## src/rtl/oled_spi_rx_if.sv

```systemverilog
// Serial command port of the OLED panel plus the decoded panel state seen by the receiver.
// master = serial driver / observer side, slave = oled_spi_rx.
interface oled_spi_rx_if;
    logic       cs;
    logic       sclk;
    logic       sdin;
    logic       dc;
    logic       res;
    logic       vddc;
    logic       vbatc;

    logic       byte_valid;
    logic [7:0] byte_data;
    logic       byte_is_cmd;
    logic       display_on;
    logic       charge_pump_on;
    logic [7:0] precharge;
    logic       seg_remap;
    logic       com_scan_rev;
    logic [7:0] com_pins;
    logic       cmd_error;
    logic       seq_error;

    modport master (
        output cs, sclk, sdin, dc, res, vddc, vbatc,
        input  byte_valid, byte_data, byte_is_cmd, display_on, charge_pump_on,
               precharge, seg_remap, com_scan_rev, com_pins, cmd_error, seq_error
    );

    modport slave (
        input  cs, sclk, sdin, dc, res, vddc, vbatc,
        output byte_valid, byte_data, byte_is_cmd, display_on, charge_pump_on,
               precharge, seg_remap, com_scan_rev, com_pins, cmd_error, seq_error
    );
endinterface

```

## src/rtl/oled_spi_rx.sv

```systemverilog
// Receives the OLED serial command port, deserialises MSB-first bytes and decodes the SSD1306 power-up subset.
// Latency: byte_valid/decoded state update 1 cycle after the 8th synchronised sclk rise (pin-to-output ~4 cycles).
// No backpressure: the port is receive-only. OLED_SPI_RX_SEQCHK_EN adds the sticky power-sequence checker.
module oled_spi_rx (
    input  logic          clock,
    input  logic          reset,
    oled_spi_rx_if.slave  bus
);

    typedef enum logic {IDLE = 1'b0, ARG = 1'b1} state_t;

    localparam logic [7:0] OP_DISP_OFF = 8'hAE;
    localparam logic [7:0] OP_DISP_ON  = 8'hAF;
    localparam logic [7:0] OP_SEG_0    = 8'hA0;
    localparam logic [7:0] OP_SEG_1    = 8'hA1;
    localparam logic [7:0] OP_COM_0    = 8'hC0;
    localparam logic [7:0] OP_COM_1    = 8'hC8;
    localparam logic [7:0] OP_CPUMP    = 8'h8D;
    localparam logic [7:0] OP_PRECHG   = 8'hD9;
    localparam logic [7:0] OP_COMPINS  = 8'hDA;

    localparam logic [7:0] PRECHG_RST  = 8'h22;
    localparam logic [7:0] COMPINS_RST = 8'h12;

    // Synchroniser bit order {cs, sclk, sdin, dc, res, vddc, vbatc}; active-low pins idle high.
    localparam logic [6:0] SYNC_RST = 7'b100_0111;

    logic [6:0] sync1_q, sync1_d;
    logic [6:0] sync2_q, sync2_d;
    logic       sclk_prev_q, sclk_prev_d;
    logic       cs_prev_q, cs_prev_d;
    logic [2:0] cnt_q, cnt_d;
    logic [6:0] shift_q, shift_d;

    logic       cs_s, sclk_s, sdin_s, dc_s, res_s, vddc_s, vbatc_s;
    logic       sclk_rise;
    logic       bit_accept;
    logic       byte_done;
    logic [7:0] byte_word;

    state_t     state_q;
    logic [7:0] opcode_q;
    logic       byte_valid_q;
    logic [7:0] byte_data_q;
    logic       byte_is_cmd_q;
    logic       display_on_q;
    logic       charge_pump_on_q;
    logic [7:0] precharge_q;
    logic       seg_remap_q;
    logic       com_scan_rev_q;
    logic [7:0] com_pins_q;
    logic       cmd_error_q;
    logic       seq_error_q;

    assign {cs_s, sclk_s, sdin_s, dc_s, res_s, vddc_s, vbatc_s} = sync2_q;

    // Deserialiser and synchronisers
    always_comb begin
        sync1_d     = {bus.cs, bus.sclk, bus.sdin, bus.dc, bus.res, bus.vddc, bus.vbatc};
        sync2_d     = sync1_q;
        sclk_prev_d = sclk_s;
        cs_prev_d   = cs_s;

        sclk_rise  = sclk_s & ~sclk_prev_q;
        // A rise coincident with cs going high still counts; the abort takes effect next cycle.
        bit_accept = sclk_rise & (~cs_s | ~cs_prev_q);
        byte_word  = {shift_q, sdin_s};
        byte_done  = bit_accept & (cnt_q == 3'd7) & res_s;

        cnt_d   = cnt_q;
        shift_d = shift_q;
        if (!res_s) begin
            cnt_d   = 3'd0;
            shift_d = 7'd0;
        end else if (bit_accept) begin
            cnt_d   = cnt_q + 3'd1;
            shift_d = byte_word[6:0];
        end else if (cs_s) begin
            cnt_d   = 3'd0;
            shift_d = 7'd0;
        end
    end

    always_ff @(posedge clock or posedge reset) begin
        if (reset) begin
            sync1_q     <= SYNC_RST;
            sync2_q     <= SYNC_RST;
            sclk_prev_q <= 1'b0;
            cs_prev_q   <= 1'b1;
            cnt_q       <= 3'd0;
            shift_q     <= 7'd0;
        end else begin
            sync1_q     <= sync1_d;
            sync2_q     <= sync2_d;
            sclk_prev_q <= sclk_prev_d;
            cs_prev_q   <= cs_prev_d;
            cnt_q       <= cnt_d;
            shift_q     <= shift_d;
        end
    end

    // Command decoder
    always_ff @(posedge clock or posedge reset) begin
        if (reset) begin
            state_q          <= IDLE;
            opcode_q         <= 8'h00;
            byte_valid_q     <= 1'b0;
            byte_data_q      <= 8'h00;
            byte_is_cmd_q    <= 1'b0;
            display_on_q     <= 1'b0;
            charge_pump_on_q <= 1'b0;
            precharge_q      <= PRECHG_RST;
            seg_remap_q      <= 1'b0;
            com_scan_rev_q   <= 1'b0;
            com_pins_q       <= COMPINS_RST;
            cmd_error_q      <= 1'b0;
        end else begin
            byte_valid_q <= 1'b0;
            cmd_error_q  <= 1'b0;
            if (!res_s) begin
                state_q          <= IDLE;
                opcode_q         <= 8'h00;
                byte_data_q      <= 8'h00;
                byte_is_cmd_q    <= 1'b0;
                display_on_q     <= 1'b0;
                charge_pump_on_q <= 1'b0;
                precharge_q      <= PRECHG_RST;
                seg_remap_q      <= 1'b0;
                com_scan_rev_q   <= 1'b0;
                com_pins_q       <= COMPINS_RST;
            end else if (byte_done) begin
                byte_valid_q  <= 1'b1;
                byte_data_q   <= byte_word;
                byte_is_cmd_q <= ~dc_s;
                if (state_q == ARG) begin
                    state_q  <= IDLE;
                    opcode_q <= 8'h00;
                    if (dc_s) begin
                        cmd_error_q <= 1'b1;
                    end else begin
                        case (opcode_q)
                            OP_CPUMP:   charge_pump_on_q <= byte_word[2];
                            OP_PRECHG:  precharge_q      <= byte_word;
                            OP_COMPINS: com_pins_q       <= byte_word;
                            default:    cmd_error_q      <= 1'b1;
                        endcase
                    end
                end else if (!dc_s) begin
                    case (byte_word)
                        OP_DISP_OFF: display_on_q   <= 1'b0;
                        OP_DISP_ON:  display_on_q   <= 1'b1;
                        OP_SEG_0:    seg_remap_q    <= 1'b0;
                        OP_SEG_1:    seg_remap_q    <= 1'b1;
                        OP_COM_0:    com_scan_rev_q <= 1'b0;
                        OP_COM_1:    com_scan_rev_q <= 1'b1;
                        OP_CPUMP, OP_PRECHG, OP_COMPINS: begin
                            opcode_q <= byte_word;
                            state_q  <= ARG;
                        end
                        default:     cmd_error_q    <= 1'b1;
                    endcase
                end
            end
        end
    end

`ifdef OLED_SPI_RX_SEQCHK_EN
    logic vddc_prev_q, vddc_prev_d;
    logic seq_error_d;
    logic af_rx;

    always_comb begin
        vddc_prev_d = vddc_s;
        af_rx       = byte_done & (state_q == IDLE) & ~dc_s & (byte_word == OP_DISP_ON);
        seq_error_d = seq_error_q
                    | (~vbatc_s & vddc_s)
                    | (af_rx & (vbatc_s | ~charge_pump_on_q))
                    | (~vddc_prev_q & vddc_s & ~vbatc_s);
    end

    always_ff @(posedge clock or posedge reset) begin
        if (reset) begin
            vddc_prev_q <= 1'b1;
            seq_error_q <= 1'b0;
        end else begin
            vddc_prev_q <= vddc_prev_d;
            seq_error_q <= seq_error_d;
        end
    end
`else
    logic unused_supply;
    assign unused_supply = vddc_s ^ vbatc_s;
    assign seq_error_q   = 1'b0;
`endif

    assign bus.byte_valid     = byte_valid_q;
    assign bus.byte_data      = byte_data_q;
    assign bus.byte_is_cmd    = byte_is_cmd_q;
    assign bus.display_on     = display_on_q;
    assign bus.charge_pump_on = charge_pump_on_q;
    assign bus.precharge      = precharge_q;
    assign bus.seg_remap      = seg_remap_q;
    assign bus.com_scan_rev   = com_scan_rev_q;
    assign bus.com_pins       = com_pins_q;
    assign bus.cmd_error      = cmd_error_q;
    assign bus.seq_error      = seq_error_q;

endmodule

```

## src/flat_wrapper.sv

```systemverilog
// flat-port wrapper written by rule: the top's interface ports become plain ports
module oled_spi_rx_flat 
  (clock, reset, bus_cs, bus_sclk, bus_sdin, bus_dc, bus_res, bus_vddc, bus_vbatc, bus_byte_valid, bus_byte_data, bus_byte_is_cmd, bus_display_on, bus_charge_pump_on, bus_precharge, bus_seg_remap, bus_com_scan_rev, bus_com_pins, bus_cmd_error, bus_seq_error);
  oled_spi_rx_if bus_i ();
  input  logic clock;
  input  logic reset;
  input wire logic [$bits(bus_i.cs)-1:0] bus_cs;
  input wire logic [$bits(bus_i.sclk)-1:0] bus_sclk;
  input wire logic [$bits(bus_i.sdin)-1:0] bus_sdin;
  input wire logic [$bits(bus_i.dc)-1:0] bus_dc;
  input wire logic [$bits(bus_i.res)-1:0] bus_res;
  input wire logic [$bits(bus_i.vddc)-1:0] bus_vddc;
  input wire logic [$bits(bus_i.vbatc)-1:0] bus_vbatc;
  output wire logic [$bits(bus_i.byte_valid)-1:0] bus_byte_valid;
  output wire logic [$bits(bus_i.byte_data)-1:0] bus_byte_data;
  output wire logic [$bits(bus_i.byte_is_cmd)-1:0] bus_byte_is_cmd;
  output wire logic [$bits(bus_i.display_on)-1:0] bus_display_on;
  output wire logic [$bits(bus_i.charge_pump_on)-1:0] bus_charge_pump_on;
  output wire logic [$bits(bus_i.precharge)-1:0] bus_precharge;
  output wire logic [$bits(bus_i.seg_remap)-1:0] bus_seg_remap;
  output wire logic [$bits(bus_i.com_scan_rev)-1:0] bus_com_scan_rev;
  output wire logic [$bits(bus_i.com_pins)-1:0] bus_com_pins;
  output wire logic [$bits(bus_i.cmd_error)-1:0] bus_cmd_error;
  output wire logic [$bits(bus_i.seq_error)-1:0] bus_seq_error;
  assign bus_i.cs = bus_cs;
  assign bus_i.sclk = bus_sclk;
  assign bus_i.sdin = bus_sdin;
  assign bus_i.dc = bus_dc;
  assign bus_i.res = bus_res;
  assign bus_i.vddc = bus_vddc;
  assign bus_i.vbatc = bus_vbatc;
  assign bus_byte_valid = bus_i.byte_valid;
  assign bus_byte_data = bus_i.byte_data;
  assign bus_byte_is_cmd = bus_i.byte_is_cmd;
  assign bus_display_on = bus_i.display_on;
  assign bus_charge_pump_on = bus_i.charge_pump_on;
  assign bus_precharge = bus_i.precharge;
  assign bus_seg_remap = bus_i.seg_remap;
  assign bus_com_scan_rev = bus_i.com_scan_rev;
  assign bus_com_pins = bus_i.com_pins;
  assign bus_cmd_error = bus_i.cmd_error;
  assign bus_seq_error = bus_i.seq_error;
  oled_spi_rx u_core (.clock(clock), .reset(reset), .bus(bus_i));
endmodule
```

## config.mk

```make
export PLATFORM = sky130hd
export DESIGN_NAME = oled_spi_rx_flat
export DESIGN_NICKNAME = d
export VERILOG_FILES = /design/src/rtl/oled_spi_rx_if.sv /design/src/rtl/oled_spi_rx.sv /design/src/flat_wrapper.sv
export SDC_FILE = /design/constraint.sdc
export NUM_CORES = 1
export LEC_CHECK = 0
export CORE_MARGIN = 2
export CORE_UTILIZATION = 35
export DETAILED_ROUTE_END_ITERATION = 8
export GPL_TIMING_DRIVEN = 0
export PLACE_DENSITY_LB_ADDON = 0.15
export RECOVER_POWER = 100
export SLEW_MARGIN = 20
export SYNTH_ARGS = -nofsm -noshare
export SYNTH_HDL_FRONTEND = slang
export SYNTH_SLANG_ARGS = --single-unit
```

## constraint.sdc

```tcl
create_clock -name clock -period 2.8 [get_ports clock]
set_clock_uncertainty 0.05 [all_clocks]
set_input_delay 0.56 -clock clock [delete_from_list [all_inputs] [get_ports clock]]
set_output_delay 0.56 -clock clock [all_outputs]
set_load 0.02 [all_outputs]
```

==> results of run 1 <==
## layer usage
layer	vias to the layer above	wire [um]	track usage
met5	-	0	0
met4	0	105	0.0672
met3	10	191	0.0353
met2	33	2700	0.224
met1	961	2900	0.217
li1	911	-	-
## cells in the final DEF, fill, tap and decap left out, types with 3 or more instances in the layout
| cell type | synthesis | layout |
|---|---|---|
| a21oi_1 | 4 | 4 |
| a22o_1 | 6 | 6 |
| buf_2 | 6 | 5 |
| clkbuf_1 | 6 | 12 |
| clkbuf_8 | 0 | 9 |
| dfrtp_1 | 53 | 53 |
| dfstp_2 | 9 | 7 |
| dlygate4sd3_1 | 0 | 37 |
| inv_1 | 5 | 4 |
| mux2i_1 | 24 | 24 |
| nand2_1 | 33 | 33 |
| nand3_1 | 3 | 3 |
| nor2_1 | 21 | 21 |
| o22ai_1 | 6 | 6 |
| o41ai_1 | 3 | 3 |
## flip-flops by register name, summed over array words and instances, names as in the netlist, 3 cells and up
| signal | cells |
|---|---|
| u_core.bus.com_pins | 8 |
| u_core.sync1_q | 5 |
| u_core.cnt_q | 3 |
| u_core.shift_q | 7 |
| u_core.opcode_q | 8 |
| u_core.sync2_q | 5 |
| u_core.bus.precharge | 8 |
| u_core.bus.byte_data | 8 |
## worst max-delay path: stages (launching register included)
cell and delay (ns):
dfrtp_1 0.37, buf_6 0.14, nand4bb_1 0.27, o32a_1 0.42, a211oi_1 0.87, o32ai_1 0.15
## report_power, final
group | total (uW) | switching (uW) | internal [uW]
registers | 913 | 4.71 | 909
clock network | 644 | 324 | 320
logic | 67.5 | 48.5 | 19.0
## through the flow
stage / setup TNS, ns / utilization
4_1_cts: 0 / 0.443
6_report: 0 / 0.437
2_1_floorplan: 0 / -
3_3_place_gp: -26.21 / 0.420
5_1_grt: 0 / 0.437
3_5_place_dp: 0 / 0.423
## final cells by class
cell class                      count  area, um2  area share
Clock buffer                       14        143      0.0429
Clock inverter                      2       10.0     0.00301
Buffer                             15       81.3      0.0245
Timing Repair Buffer               38        390       0.118
Inverter                            6       23.8     0.00716
Sequential cell                    62       1560       0.470
Multi-Input combinational cell    145        983       0.296
Tap cell                          102        128      0.0384
## worst max-delay path by stage
stage / startpoint / endpoint / slack (ns) / cells past startpoint
3_5_place_dp: u_core.cnt_q[0] / u_core.bus.com_pins[3] / 0.60 / 6
3_3_place_gp: reset / u_core.bus.byte_data[2] / -0.50 / 2
6_report: u_core.shift_q[4] / u_core.opcode_q[1] / 0.37 / 5
4_1_cts: u_core.cnt_q[0] / u_core.bus.com_pins[1] / 0.53 / 6
2_1_floorplan: reset / u_core.bus.byte_data[0] / 0.66 / 1
5_1_grt: u_core.shift_q[4] / u_core.opcode_q[3] / 0.18 / 5
## cells in the mapped netlist (2+ instances only)
library cell and instances:
dfrtp_1 53, nand2_1 33, mux2i_1 24, nor2_1 21, dfstp_2 9, a22o_1 6, buf_2 6, clkbuf_1 6
o22ai_1 6, inv_1 5, a21oi_1 4, nand3_1 3, o41ai_1 3, a22o_2 2, a32oi_1 2, buf_6 2
ha_1 2, nand4bb_1 2, nor4_1 2, o311ai_0 2, or3_1 2, or4b_1 2, xnor2_1 2
## cell families after synthesis
group / Yosys count
and+or+nand+nor: 82
DFF: 62
AOI/OAI and AO/OA: 33
muxes: 25
buffers and inverters: 21
adders and majority gates: 2
xor gates and xnor gates: 2
other: 1
==> key figures, run 1 <==
Run status
  • Status: complete, no violations

Detailed routing
  • Avg Vias per Cell: 4.99
  • Routed WL per cell: about 15 um
  • DRT Pass-1 Iters: 4
  • Vias: 1915
  • DRC: 0
  • Routed Antenna Nets: 0
  • Initial DRC count: 129
  • Post-Route WL: 5.90 mm

Floorplan
  • DIE WIDTH: roughly 92 um
  • Die Ht: 91.8 um
  • Row count: 32
  • Core Region: 7610 um2
  • Die footprint: roughly 8400 um2
  • Top Ports: 41
  • Initial Util: 0.354

Global route
  • Remaining Overflow, GRT: 0
  • Global-route wire length before repair: 9.93 mm
  • Vias in the first global route: 1870
  • GRT Overall Usage: 0.153
  • Antenna violations before repair: 0
  • Largest net degree at the start of global routing: 34

Clock network
  • CTS tree: yes
  • Htree depth: 3
  • Max Root-Sink Buffers: 2
  • Post-CTS Setup Repair Bufs: 0
  • CTS sink cnt: 62
  • Clk slew on worst S/H paths: approximately 0.060 ns
  • Skew-Pair Late Insertion Delay: 0.34 ns
  • Clock root buffer: clkbuf_8
  • PostCTS Resize Cnt: 0
  • Total CTS buffers: 9
  • Hold_buf cts: 0

Critical path
  • R2r endpoint: u_core.opcode_q[1]
  • RR Startpoint: u_core.shift_q[4]
  • Crit path required time: 2.93 ns
  • FF-to-FF path depth: 5
  • FF-to-FF setup slack: around 0.37 ns
  • Crit path capture type: flip-flop
  • Max FO, Critical Path: 9
  • Critical path class: flip-flop to flip-flop
  • WP data arrival: 2.56 ns
  • Startpoint Class: flip-flop

Timing
  • Final Cycle Share: 0.869
  • Final min period: 2.43 ns
  • Hold Fails Final Rpt: 0
  • Fmax: 411 MHz
  • Max-slew violations: 0
  • Final hold slack: 0.296 ns
  • Worst slew margin: 0.111
  • RSZ-0062 raised after global routing: false
  • Setup Viol. Count Final: 0
  • Worst-Margin Slew: between 1 and 1.5 ns
  • Final worst-path setup slack: 0.367 ns

Layout
  • Final nets: 288
  • Finished Cell Area: 3320 um2
  • Final Non-Filler Cells: 384
  • Diode count: 0
  • FILL cells: 739
  • Layout Area Growth over Synthesis: 23.2%
  • Layout cells sized above 1: 0.128

Logic synthesis
  • Mux contribution to synthesized area: 0.0933
  • Synth Area in Compound Gates: 0.101
  • Seq/Total Area, Yosys: 0.580
  • Post-Synth XOR/XNOR Area: 0.00650
  • Synth area leaders: dfrtp_1 (49%), mux2i_1 (8.9%), dfstp_2 (8.8%)
  • Simple-Gate Fraction of Synth Area: 0.170
  • Ys flop type: dfrtp_1
  • Synth Instances: 228
  • Ys Warns: 0
  • Post-synth top area share: 0.492
  • Post-synth cell types: 52
  • Adder-cell share of the synthesized area: 0.00928
  • Asr flop ratio synth: 1.00
  • Mapped Nets: approximately 240
  • Mean Syn Cell Area: 11.8 um2
  • Area leader, netlist: dfrtp_1
  • Main combinational cell family by area after synthesis: simple AND/OR/NAND/NOR gates
  • Mapped Area: 2700 um2
  • EDFF count, synth: 0
  • #FFs+latches synth: 62

Place
  • Cell total after placement: roughly 370
  • Setup WS pre-CTS: 0.602 ns
  • RD Place Congestion: roughly 0.8
  • Port bufs: 37
  • Hpwl dp: 4.04 mm
  • Placed Area: 3220 um2

Run
  • Max cap viols: 0

Hold path
  • Worst Hold Path EP: u_core.sync2_q[5]
  • Min-delay src: u_core.sync1_q[5]
  • Hold Path Depth: 0
  • Hold Crit Class: flip-flop to flip-flop

Pwr
  • Pwr/cell area: 489 nW/um2
  • Maximum VDD drop: 0.237 mV
  • Total chip power: between 1500 and 2000 uW
  • LEAKAGE: between 0.001 and 0.0015 uW
Note: power is estimated with default switching activity, not from simulation.
==> inputs of run 2 (changes only) <==
--- a/config.mk
+++ b/config.mk
@@ -5,10 +5,11 @@
 export SDC_FILE = /design/constraint.sdc
 export NUM_CORES = 1
 export LEC_CHECK = 0
-export CORE_MARGIN = 2
+export CORE_MARGIN = 1.5
 export CORE_UTILIZATION = 35
 export DETAILED_ROUTE_END_ITERATION = 8
 export GPL_TIMING_DRIVEN = 0
+export HOLD_SLACK_MARGIN = 0.05
 export PLACE_DENSITY_LB_ADDON = 0.15
 export RECOVER_POWER = 100
 export SLEW_MARGIN = 20
==> run 2 against run 1 <==
Final area up 0.45%. Largest cell class unchanged. Sequential cell count unchanged. Power up 3.1%. Critical path type unchanged. Via count up 0.31%.
==> key figures, run 2 (synthesis gave the netlist of run 1 again) <==
Critical path
  • Critical-path top delay cell: a211oi_1
  • RR Startpoint: u_core.shift_q[1]
  • WP data arrival: 2.52 ns
  • Max FO, Critical Path: 10
  • Startpoint Class: flip-flop
  • FF-to-FF path depth: 5
  • Crit path capture type: flip-flop
  • CP startpoint: u_core.shift_q[1]
  • Critical path class: flip-flop to flip-flop
  • CP cell instances: buf_6 -> nand4bb_1 -> o32a_1 -> a211oi_1 -> o22ai_1
  • Critical path's top delay family: compound AO/OA/AOI/OAI gates
  • Worst path buffer plus inverter count: 1
  • Crit path required time: 2.93 ns
  • Levels on crit path: 5
  • Largest stage delay, worst path: 0.82 ns

Clock network
  • Clock root buffer: clkbuf_8
  • Total CTS buffers: 9
  • Hold_buf cts: 0
  • Skew-Pair Late Insertion Delay: 0.34 ns
  • Max Root-Sink Buffers: 2
  • CTS tree: yes
  • CTS sink cnt: 62
  • Clk slew on worst S/H paths: roughly 0.070 ns
  • Post-CTS Setup Repair Bufs: 0
  • PostCTS Resize Cnt: 0
  • Htree depth: 3

Pwr
  • Maximum VDD drop: 0.245 mV
  • Comb power frac: 0.039
  • Pwr/cell area: 502 nW/um2
  • LEAKAGE: 0.00149 uW
  • Net Sw Frac: 0.227
  • Total chip power: 1680 uW
  • Sequential share of power: 0.545
  • P_int: 1290 uW
  • Net Sw Power: 381 uW
  • Clock network power share: 0.416

Timing
  • Worst-Margin Slew: 1.41 ns
  • Fmax: 420 MHz
  • Setup TNS: 0 ns
  • Max-slew violations: 0
  • Final min period: around 2.4 ns
  • Setup Viol. Count Final: 0
  • Worst slew margin: 0.0584
  • RSZ-0062 raised after global routing: false
  • Final Cycle Share: 0.851
  • Hold Fails Final Rpt: 0

Floorplan
  • Initial Util: 0.366
  • Die footprint: 8240 um2
  • Die Ht: 90.8 um
  • Top Ports: 41
  • Row count: 31
  • DIE WIDTH: 90.8 um
  • Core Region: 7370 um2

Global route
  • Vias in the first global route: 1890
  • GRT Overall Usage: 0.154
  • Largest net degree at the start of global routing: 59
  • Global-route wire length before repair: 9.74 mm
  • Antenna violations before repair: 0
  • Remaining Overflow, GRT: 0

Layout
  • Register Area: 1560 um2
  • Final nets: 288
  • Commonest non-fill, non-tap cell in the layout: dfrtp_1
  • Final Non-Filler Cells: 381
  • Most frequent cells in the layout: dfrtp_1 (53), dlygate4sd3_1 (37), nand2_1 (33), mux2i_1 (24), nor2_1 (21)
  • Multi-input gate area: about 1000 um2
  • Layout Area Growth over Synthesis: 23.8%
  • FILL cells: 709
  • Layout cells sized above 1: 0.135
  • Diode count: 0

Hold path
  • Min-delay src: u_core.sync1_q[4]
  • Hold Crit Class: flip-flop to flip-flop
  • Hold Path Depth: 0

Detailed routing
  • DRC: 0
  • Routed Antenna Nets: 0
  • DRT Pass-1 Iters: 4
  • Post-Route WL: slightly below 6 mm
  • Initial DRC count: 134
  • Avg Vias per Cell: 5.04
  • Routed WL per cell: 15.5 um
  • Vias: 1921

Place
  • RD Place Congestion: between 0.7 and 0.8
  • Port bufs: 37
  • Cell total after placement: around 370
  • Hpwl dp: 3.85 mm

Run status
  • Status: complete, no violations

Run
  • Max cap viols: 0
==> run 2: cell types whose count changed in the layout (fill, tap and decap cells not counted), sizes merged <==
cell | previous run | this run
clkinv | 3 | 2
clkbuf | 21 | 23
buf | 9 | 8
==> run 2: metrics by stage <==
step           setup WS [ns]  hold slack [ns]  cell area, um2   util
3_3_place_gp          -0.475            0.284            3190  0.433
4_1_cts                0.562            0.301            3390  0.460
6_report               0.416            0.300            3340  0.453
3_5_place_dp           0.581            0.286            3220  0.437
5_1_grt                0.235            0.308            3340  0.453
2_1_floorplan          0.663            0.281            2700      -
==> run 2: final timing paths <==
check	end	slack, ns
setup / recovery	u_core.opcode_q[2]	0.42
hold / removal	u_core.sync2_q[4]	0.30
setup reg to reg	u_core.opcode_q[2]	0.42
hold reg to reg	u_core.sync2_q[4]	0.30
max in group asynchronous	u_core.state_q	0.58
min in group asynchronous	u_core.bus.precharge[3]	0.52
==> run 2: worst reg2reg max path, cell delays in order (launching register included) <==
cell and delay (ns):
dfrtp_1 0.37, buf_6 0.15, nand4bb_1 0.26, o32a_1 0.43, a211oi_1 0.82, o22ai_1 0.15
==> run 2: cell type report <==
cell class | instances | share of cell area
sequential | 62 | 0.468
clock buffer | 15 | 0.0499
tap | 99 | 0.0371
timing repair buffer | 38 | 0.112
clock inverter | 1 | 0.00150
multi-input combinational | 145 | 0.299
buffer | 15 | 0.0244
inverter | 6 | 0.00712
==> run 2: power groups by stage <==
stage	combinational [uW]	clock, uW	sequential [uW]
6_report	65.7	697	913
5_1_grt	75.4	753	914
4_1_cts	75.3	713	914
3_5_place_dp	75.0	0	930
3_3_place_gp	69.2	0	930
2_1_floorplan	44.6	0	929
==> run 2: metal layers <==
layer,wire [um],up-vias,global-route usage
li1,-,912,-
met2,2560,57,0.216
met4,197,0,0.0911
met5,0,-,0
met3,252,18,0.0370
met1,2900,934,0.214
